<file path="config.mk">
export PLATFORM = sky130hd
export DESIGN_NAME = bcd_adder
export DESIGN_NICKNAME = d
export VERILOG_FILES = /design/src/rtl/bcd_pkg.sv /design/src/rtl/bcd_digit_add.sv /design/src/rtl/bcd_adder.sv
export SDC_FILE = /design/constraint.sdc
export NUM_CORES = 1
export LEC_CHECK = 0
export ABC_AREA = 1
export CORE_AREA = 4 4 41 43
export DETAILED_ROUTE_END_ITERATION = 12
export DIE_AREA = 0 0 45 47
export DONT_BUFFER_PORTS = 1
export GPL_TIMING_DRIVEN = 0
export PLACE_DENSITY = 0.66
export RECOVER_POWER = 50
export SYNTH_ARGS = -nofsm -noshare
export SYNTH_HDL_FRONTEND = slang
export SYNTH_SLANG_ARGS = --single-unit
</file>
<file path="constraint.sdc">
create_clock -name clk -period 2.36 [get_ports clk]
set_input_delay 0.708 -clock clk [delete_from_list [all_inputs] [get_ports clk]]
set_output_delay 0.708 -clock clk [all_outputs]
set_load 0.01 [all_outputs]
</file>
<file path="src/rtl/bcd_pkg.sv">
// Shared constants and types for the packed-BCD adder.
package bcd_pkg;

  localparam int unsigned BCD_MAX  = 9;
  localparam int unsigned BCD_CORR = 6;

  typedef logic [3:0] bcd_digit_t;

  function automatic logic bcd_is_bad(input bcd_digit_t d);
    return d > 4'(BCD_MAX);
  endfunction

endpackage

</file>
<file path="src/rtl/bcd_digit_add.sv">
// One-digit decimal adder: binary add, then +6 correction when the sum exceeds nine.
module bcd_digit_add
  import bcd_pkg::*;
(
  input  bcd_digit_t a,
  input  bcd_digit_t b,
  input  logic       ci,
  output bcd_digit_t s,
  output logic       co,
  output logic       bad
);

  logic [4:0] w_sum;
  logic [3:0] w_corr;

  always_comb begin
    w_sum  = {1'b0, a} + {1'b0, b} + {4'b0000, ci};
    // Only the low nibble of the corrected value is kept, so wrap-around is intended.
    w_corr = w_sum[3:0] + 4'(BCD_CORR);
    co     = w_sum > 5'(BCD_MAX);
    s      = co ? w_corr : w_sum[3:0];
    bad    = bcd_is_bad(a) | bcd_is_bad(b);
  end

endmodule

</file>
<file path="src/rtl/bcd_adder.sv">
// Registered packed-BCD adder: combinational ripple of digit adders into one output register stage.
module bcd_adder
  import bcd_pkg::*;
#(
  parameter int unsigned DIGITS = 1
) (
  input  logic                  clk,
  input  logic                  rst,
  input  logic                  in_valid,
  input  logic [4*DIGITS-1:0]   A,
  input  logic [4*DIGITS-1:0]   B,
  input  logic                  Cin,
  output logic [4*DIGITS-1:0]   Sum,
  output logic                  Cout,
  output logic                  out_valid,
  output logic                  err
);

  logic [DIGITS:0]     w_carry;
  logic [4*DIGITS-1:0] w_sum;
  logic [DIGITS-1:0]   w_bad;

  logic [4*DIGITS-1:0] r_sum;
  logic                r_cout;
  logic                r_err;
  logic                r_valid;

  assign w_carry[0] = Cin;

  for (genvar gi = 0; gi < int'(DIGITS); gi++) begin : g_digit
    bcd_digit_add u_digit (
      .a   (A[4*gi +: 4]),
      .b   (B[4*gi +: 4]),
      .ci  (w_carry[gi]),
      .s   (w_sum[4*gi +: 4]),
      .co  (w_carry[gi+1]),
      .bad (w_bad[gi])
    );
  end

  // Result registers hold across idle cycles; only the valid flag drops.
  always_ff @(posedge clk) begin
    if (rst) begin
      r_sum   <= '0;
      r_cout  <= 1'b0;
      r_err   <= 1'b0;
      r_valid <= 1'b0;
    end else if (in_valid) begin
      r_sum   <= w_sum;
      r_cout  <= w_carry[DIGITS];
      r_err   <= |w_bad;
      r_valid <= 1'b1;
    end else begin
      r_valid <= 1'b0;
    end
  end

  assign Sum       = r_sum;
  assign Cout      = r_cout;
  assign err       = r_err;
  assign out_valid = r_valid;

endmodule

</file>
==> results by group, run 1 <==
Critical path
  • CP Launch Type: primary input
  • Critical Path Sink Type: register
  • FF-to-FF path depth: 2
  • WP data required: between 2 and 2.5 ns
  • Crit Reg-Reg Startpoint: Sum[1]
  • CP max FO: 4
  • Endpoint of the worst register-to-register path: Sum[1]
  • Critical path data arrival time: 2.41 ns
  • Setup CP Type: primary input to register
  • R2r setup slk: 1.68 ns

Final layout
  • Non-Filler Instances: 86
  • Post-route cell area: ~580 um^2
  • Synthesis-to-layout area growth: 11.1%
  • Share of cells above drive strength 1: 0.268
  • Number of diodes: 0
  • Final nets: 90

Die
  • Die area: roughly 2100 um^2
  • Die X: 45 um
  • Ports: 19
  • Row Count: 13
  • Initial core utilization: 0.398
  • Placeable Area: 1300 um^2
  • Die Y-Extent: 47 um

Synthesis
  • YS warnings: 0
  • Post-synth cell types: 18
  • Count leader, synth: inv_1
  • Seq/Total Area, Yosys: 0.271
  • Cell count after synthesis: 67
  • Yosys top cell area share: 0.271
  • Syn avg cell area: 7.73 um^2
  • Async SR Flop Fraction: 0
  • Post-synth top flop: dfxtp_1
  • Top cells by area, synth: dfxtp_1, ha_1, fa_1, inv_1, nand3_1
  • EDFF count, synth: 0
  • Yosys top cell by area: dfxtp_1
  • Yosys reg bits: 7
  • Post-synth top cells: inv_1, nand2_1, dfxtp_1, nand3_1, o21ai_0
  • Net Count, Synth: 85
  • Mapped Area: 518 um^2

Placement
  • Pre-CTS setup slack: -0.171 ns
  • Detail Placement HPWL: 803 um
  • Placed Area: around 550 um^2
  • I/O Buffers: 0
  • RePlAce Congestion: 0.714
  • Cells after DPL: 82

Worst hold path
  • Min-delay worst type: primary input to register
  • WHS Path Cells: 1
  • Hold path startpoint: rst
  • Worst Hold End: Sum[2]

Power
  • P_leak: 0.000272 uW
  • Power density cells: around 640 nW/um^2
  • Total power: 366 uW
  • Maximum VDD drop: 0.373 mV

Clock tree
  • Clock-pin slew on the worst setup and hold paths: about 0.050 ns
  • Later-pin clock latency in the skew report: 0.25 ns
  • CTS Sinks: 7
  • TritonCTS buffer count: 3
  • H-Tree Level Count: 1
  • Maximum root-to-sink buffer count: 2
  • Hold Buf Count CTS: 0
  • Buffers inserted by post-CTS timing repair: 0
  • CTS tree: yes
  • CTS Root Cell: clkbuf_4

Detailed routing
  • Vias per cell: 5.07
  • Post-route ant nets: 0
  • TritonRoute pass-1 iters: 4
  • Total routed wirelength: 947 um
  • DRC Markers: 0
  • Number of DRC markers in iteration 0: 9
  • Vias: 436
  • Drt wl/cell: 11.0 um

Timing
  • Hold violation count in the final report: 0
  • Max-slew violation count: 0
  • Worst Tran Pin Value: 0.191 ns
  • Crit share post-route: 0.962
  • RSZ-0062 raised after global routing: false
  • Final min period: ~2.3 ns
  • Setup_tns: 0 ns
  • Setup Skew: 0 ns
  • Headroom to the max-slew limit: 0.871
  • Setup WS post-layout: roughly 0.089 ns
  • Count of final setup violators: 0
  • Maximum clock rate: about 440 MHz

Global route
  • Number of global-route vias before repair: 415
  • Largest net degree at the start of global routing: 11
  • Gr ovfl total: 0
  • First-pass GRT wire length: 1.66 mm
  • Initial antenna violation count: 0
  • Tot GR Track Use: 0.110

Outcome
  • Status: complete, no violations

Flow run
  • Max Cap Viol: 0
[sequential cells by signal (all words and copies together) (netlist names)]
signal,flops
Cout,1
out_valid,1
Sum,4
err,1
[worst max-delay path by stage]
stage	cells past startpoint	slack, ns	start	to
detailed placement	10	-0.17	Cin	Sum[3]
global placement	10	-0.15	Cin	Sum[3]
finish	10	0.09	Cin	Sum[3]
global route	10	0.02	Cin	Sum[3]
CTS	10	0.09	Cin	Sum[3]
floorplan	10	-0.06	Cin	Sum[3]
[cells by family after synthesis]
| group | share of synthesized area |
|---|---|
| simple gates | 0.249 |
| fa+ha+maj | 0.174 |
| buf+inv | 0.106 |
| flops | 0.271 |
| compound gates | 0.201 |
[layout make-up]
class                           count  area (um^2)
Tap cell                           15         18.8
Sequential cell                     7          140
Multi-Input combinational cell     48          335
Clock buffer                        4         26.3
Buffer                              1         13.8
Fill cell                         143          726
Inverter                           11         41.3
[power by group]
part	switching (uW)	total [uW]	leakage (uW)	internal, uW
Clock	42.0	106	0.0000150	64.4
Combinational	67.8	117	0.000199	49.1
Sequential	12.5	143	0.0000582	131
Total	122	366	0.000272	244
[per-stage QoR]
stage	util	hold WS (ns)
6_report	0.442	0.516
5_1_grt	0.442	0.495
4_1_cts	0.440	0.511
3_5_place_dp	0.420	0.520
3_3_place_gp	0.420	0.512
2_1_floorplan	-	0.493
[layer usage]
layer | GRT usage | part of all wire | vias up
met1 | 0.129 | 0.44 | 190
met3 | 0.0728 | 0.11 | 0
met4 | 0.0351 | 0 | 0
met5 | 0 | 0 | -
li1 | - | - | 228
met2 | 0.161 | 0.45 | 18
[layout by cell type, fill, tap and decap left out, drive strengths merged]
master and n:
clkbuf 5, o21ai 6, o211ai 1, nand2 14, inv 11, dfxtp 7
fa 2, o21bai 1, nand3 8, ha 4, nor2 5, a21oi 6
a31oi 1
[critical path, cell delays in order]
cell,delay [ns]
fa_2,0.40
fa_2,0.58
inv_1,0.06
ha_2,0.19
a21oi_2,0.11
nand2_2,0.08
nand2_2,0.10
nand3_2,0.06
nand2_1,0.07
a21oi_2,0.05
[what timing repair did]
item | in CTS | in global routing
setup endpoints to repair | 0 | 1
endpoints found under the hold margin | 0 | 0
gates resized for setup | 0 | 1
Power figures use the tool's default switching activity.
==> run 2, diff against run 1 <==
- CTS_BUF_LIST: not set -> sky130_fd_sc_hd__clkbuf_4 sky130_fd_sc_hd__clkbuf_8
- PLACE_DENSITY: 0.66 -> not set
==> run 2 against run 1 <==
Net effect: clock-buffer cell count did not move; sequential share of layout area decreased by 0.053 points; final cell count did not move; final area up 0.22%; wire length up 1.1%; via count decreased by 2.5%; register-to-register slack worse by 0.02 ns; critical path depth stayed put; power grew 3.6%; global-route usage is 0.15 points higher; utilization up 0.096 points; critical path type unchanged; critical endpoint unchanged; largest power group unchanged.
==> results by group, run 2 (same netlist as run 1, synthesis figures left out) <==
Flow run
  • Max Cap Viol: 0 (unchanged)

Clock tree
  • CTS tree: yes
  • Hold Buf Count CTS: 0 (unchanged)
  • Clock-pin slew on the worst setup and hold paths: 0.06 ns (about the same)
  • H-Tree Level Count: 1 (unchanged)
  • Later-pin clock latency in the skew report: 0.25 ns (about the same)
  • Maximum root-to-sink buffer count: 2 (unchanged)
  • CTS Sinks: 7 (unchanged)
  • Buffers inserted by post-CTS timing repair: 0 (unchanged)
  • Post_cts resized: 0 (unchanged)
  • CTS Root Cell: clkbuf_4
  • TritonCTS buffer count: 3 (unchanged)

Timing
  • Hold violation count in the final report: 0 (unchanged)
  • Hold slack: 0.513 ns (-0.00380 ns)
  • Worst Tran Pin Value: 0.221 ns (+0.0300 ns)
  • RSZ-0062 raised after global routing: false
  • Setup Skew: 0 ns (unchanged)
  • Setup WS post-layout: 0.107 ns (+0.0179 ns)
  • Final min period: 2.25 ns (-0.0179 ns)
  • Headroom to the max-slew limit: 0.851 (-0.0202)
  • Maximum clock rate: 444 MHz (+0.80%)
  • Max-slew violation count: 0 (unchanged)
  • Crit share post-route: 0.955 (-0.00759)
  • Count of final setup violators: 0 (unchanged)

Die
  • Die Y-Extent: 47 um (unchanged)
  • Placeable Area: 1300 um^2 (unchanged)
  • Initial core utilization: 0.398 (unchanged)
  • Ports: 19 (unchanged)
  • Die X: 45 um (unchanged)
  • Die area: 2120 um^2 (unchanged)
  • Row Count: 13 (unchanged)

Placement
  • Cells after DPL: 82 (unchanged)
  • RePlAce Congestion: 0.707 (-0.95%)
  • Pre-CTS setup slack: -0.188 ns (-0.0172 ns)
  • I/O Buffers: 0 (unchanged)
  • Detail Placement HPWL: 796 um (-0.92%)

Final layout
  • Number of diodes: 0 (unchanged)
  • Leading cell type in the layout, fill and taps excluded: inv_1
  • Non-Filler Instances: 86 (unchanged)
  • Most frequent cells in the layout: inv_1, nand2_1, dfxtp_1, nand3_1, o21ai_0
  • Share of cells above drive strength 1: 0.268 (unchanged)
  • Synthesis-to-layout area growth: 11.4%
  • FILL cells: 147 (+2.8%)
  • Final nets: 90 (unchanged)
  • Util after Layout: 0.443 (+0.000961)
  • Max FFs per register: 4 (unchanged)

Outcome
  • Status: complete, no violations

Critical path
  • Critical path data arrival time: 2.39 ns (-0.02 ns)
  • CP Cell Sequence: fa_2 > fa_1 > inv_1 > ha_2 > a21oi_2 > nand2_2 > nand2_2 > nand3_2 > nand2_1 > a21oi_2
  • Slowest-stage cell, CP: fa_1
  • Critical Path Sink Type: register
  • CP max FO: 4 (unchanged)
  • CP Launch Type: primary input
  • Crit-path max cell delay: 0.55 ns (-0.03 ns)
  • WP data required: 2.49 ns (about the same)
  • Setup CP Type: primary input to register

Power
  • Total power: 380 uW (+3.6%)
  • Power density cells: 658 nW/um^2 (+3.4%)
  • P_leak: 0.000276 uW (+1.6%)
  • Maximum VDD drop: 0.226 mV (-39%)

Worst hold path
  • Min-delay worst type: primary input to register

Detailed routing
  • Post-route ant nets: 0 (unchanged)
  • Total routed wirelength: 957 um (+1.1%)
  • Number of DRC markers in iteration 0: 13 (+4)
  • TritonRoute pass-1 iters: 4 (unchanged)
  • Drt wl/cell: 11.1 um (+1.1%)
  • DRC Markers: 0 (unchanged)
  • Vias per cell: 4.94 (-2.5%)
  • Vias: 425 (-2.5%)

Global route
  • Tot GR Track Use: 0.111 (+0.00150)
  • Gr ovfl total: 0 (unchanged)
  • Initial antenna violation count: 0 (unchanged)
  • Number of global-route vias before repair: 419 (+0.96%)
  • Largest net degree at the start of global routing: 11 (unchanged)
  • First-pass GRT wire length: 1.68 mm (+0.84%)
[run 2: changes by cell type in the layout (fill, tap and decap cells not counted)]
cell | previous run | this run
clkbuf_1 | 1 | 0
clkbuf_4 | 3 | 4
fa_1 | 0 | 1
fa_2 | 2 | 1
[run 2: cell type report]
type                       instances  area [um^2]  share of cell area
sequential                         7          140               0.243
clock buffer                       4         30.0              0.0521
inverter                          11         41.3              0.0716
tap                               15         18.8              0.0325
multi-input combinational         48          333               0.577
buffer                             1         13.8              0.0239
[run 2: metal layers]
metal  share of wire  track usage
met5               0            0
met4           0.026       0.0877
met3           0.040       0.0115
met2            0.48        0.192
met1            0.45        0.124
[run 2: critical path: cells and delay by family]
| family | cells | cell delay, ns |
|---|---|---|
| adders and majority gates | 3 | 1.14 |
| AOI/OAI and AO/OA | 2 | 0.15 |
| and+or+nand+nor | 4 | 0.31 |
| buffers and inverters | 1 | 0.07 |
[run 2: final timing paths]
check / startpoint / end / slack (ns) / cells past startpoint
worst max register to register: Sum[3] / Sum[3] / 1.66 / 2
worst max-delay path: Cin / Sum[3] / 0.11 / 10
worst min-delay path: rst / Sum[2] / 0.51 / 1
worst min register to register: Sum[2] / Sum[2] / 0.52 / 2
[run 2: where the power goes]
| group | internal (uW) | switching (uW) | total (uW) |
|---|---|---|---|
| logic | 48.1 | 67.4 | 116 |
| registers | 130 | 11.8 | 142 |
| clock network | 76.1 | 45.8 | 122 |
| total | 255 | 125 | 380 |
[run 2: per-stage QoR]
stage | area (um^2) | setup TNS, ns
floorplan | 528 | -0.108
finish | 577 | 0
global placement | 547 | -0.489
CTS | 577 | 0
detailed placement | 547 | -0.621
global route | 577 | 0
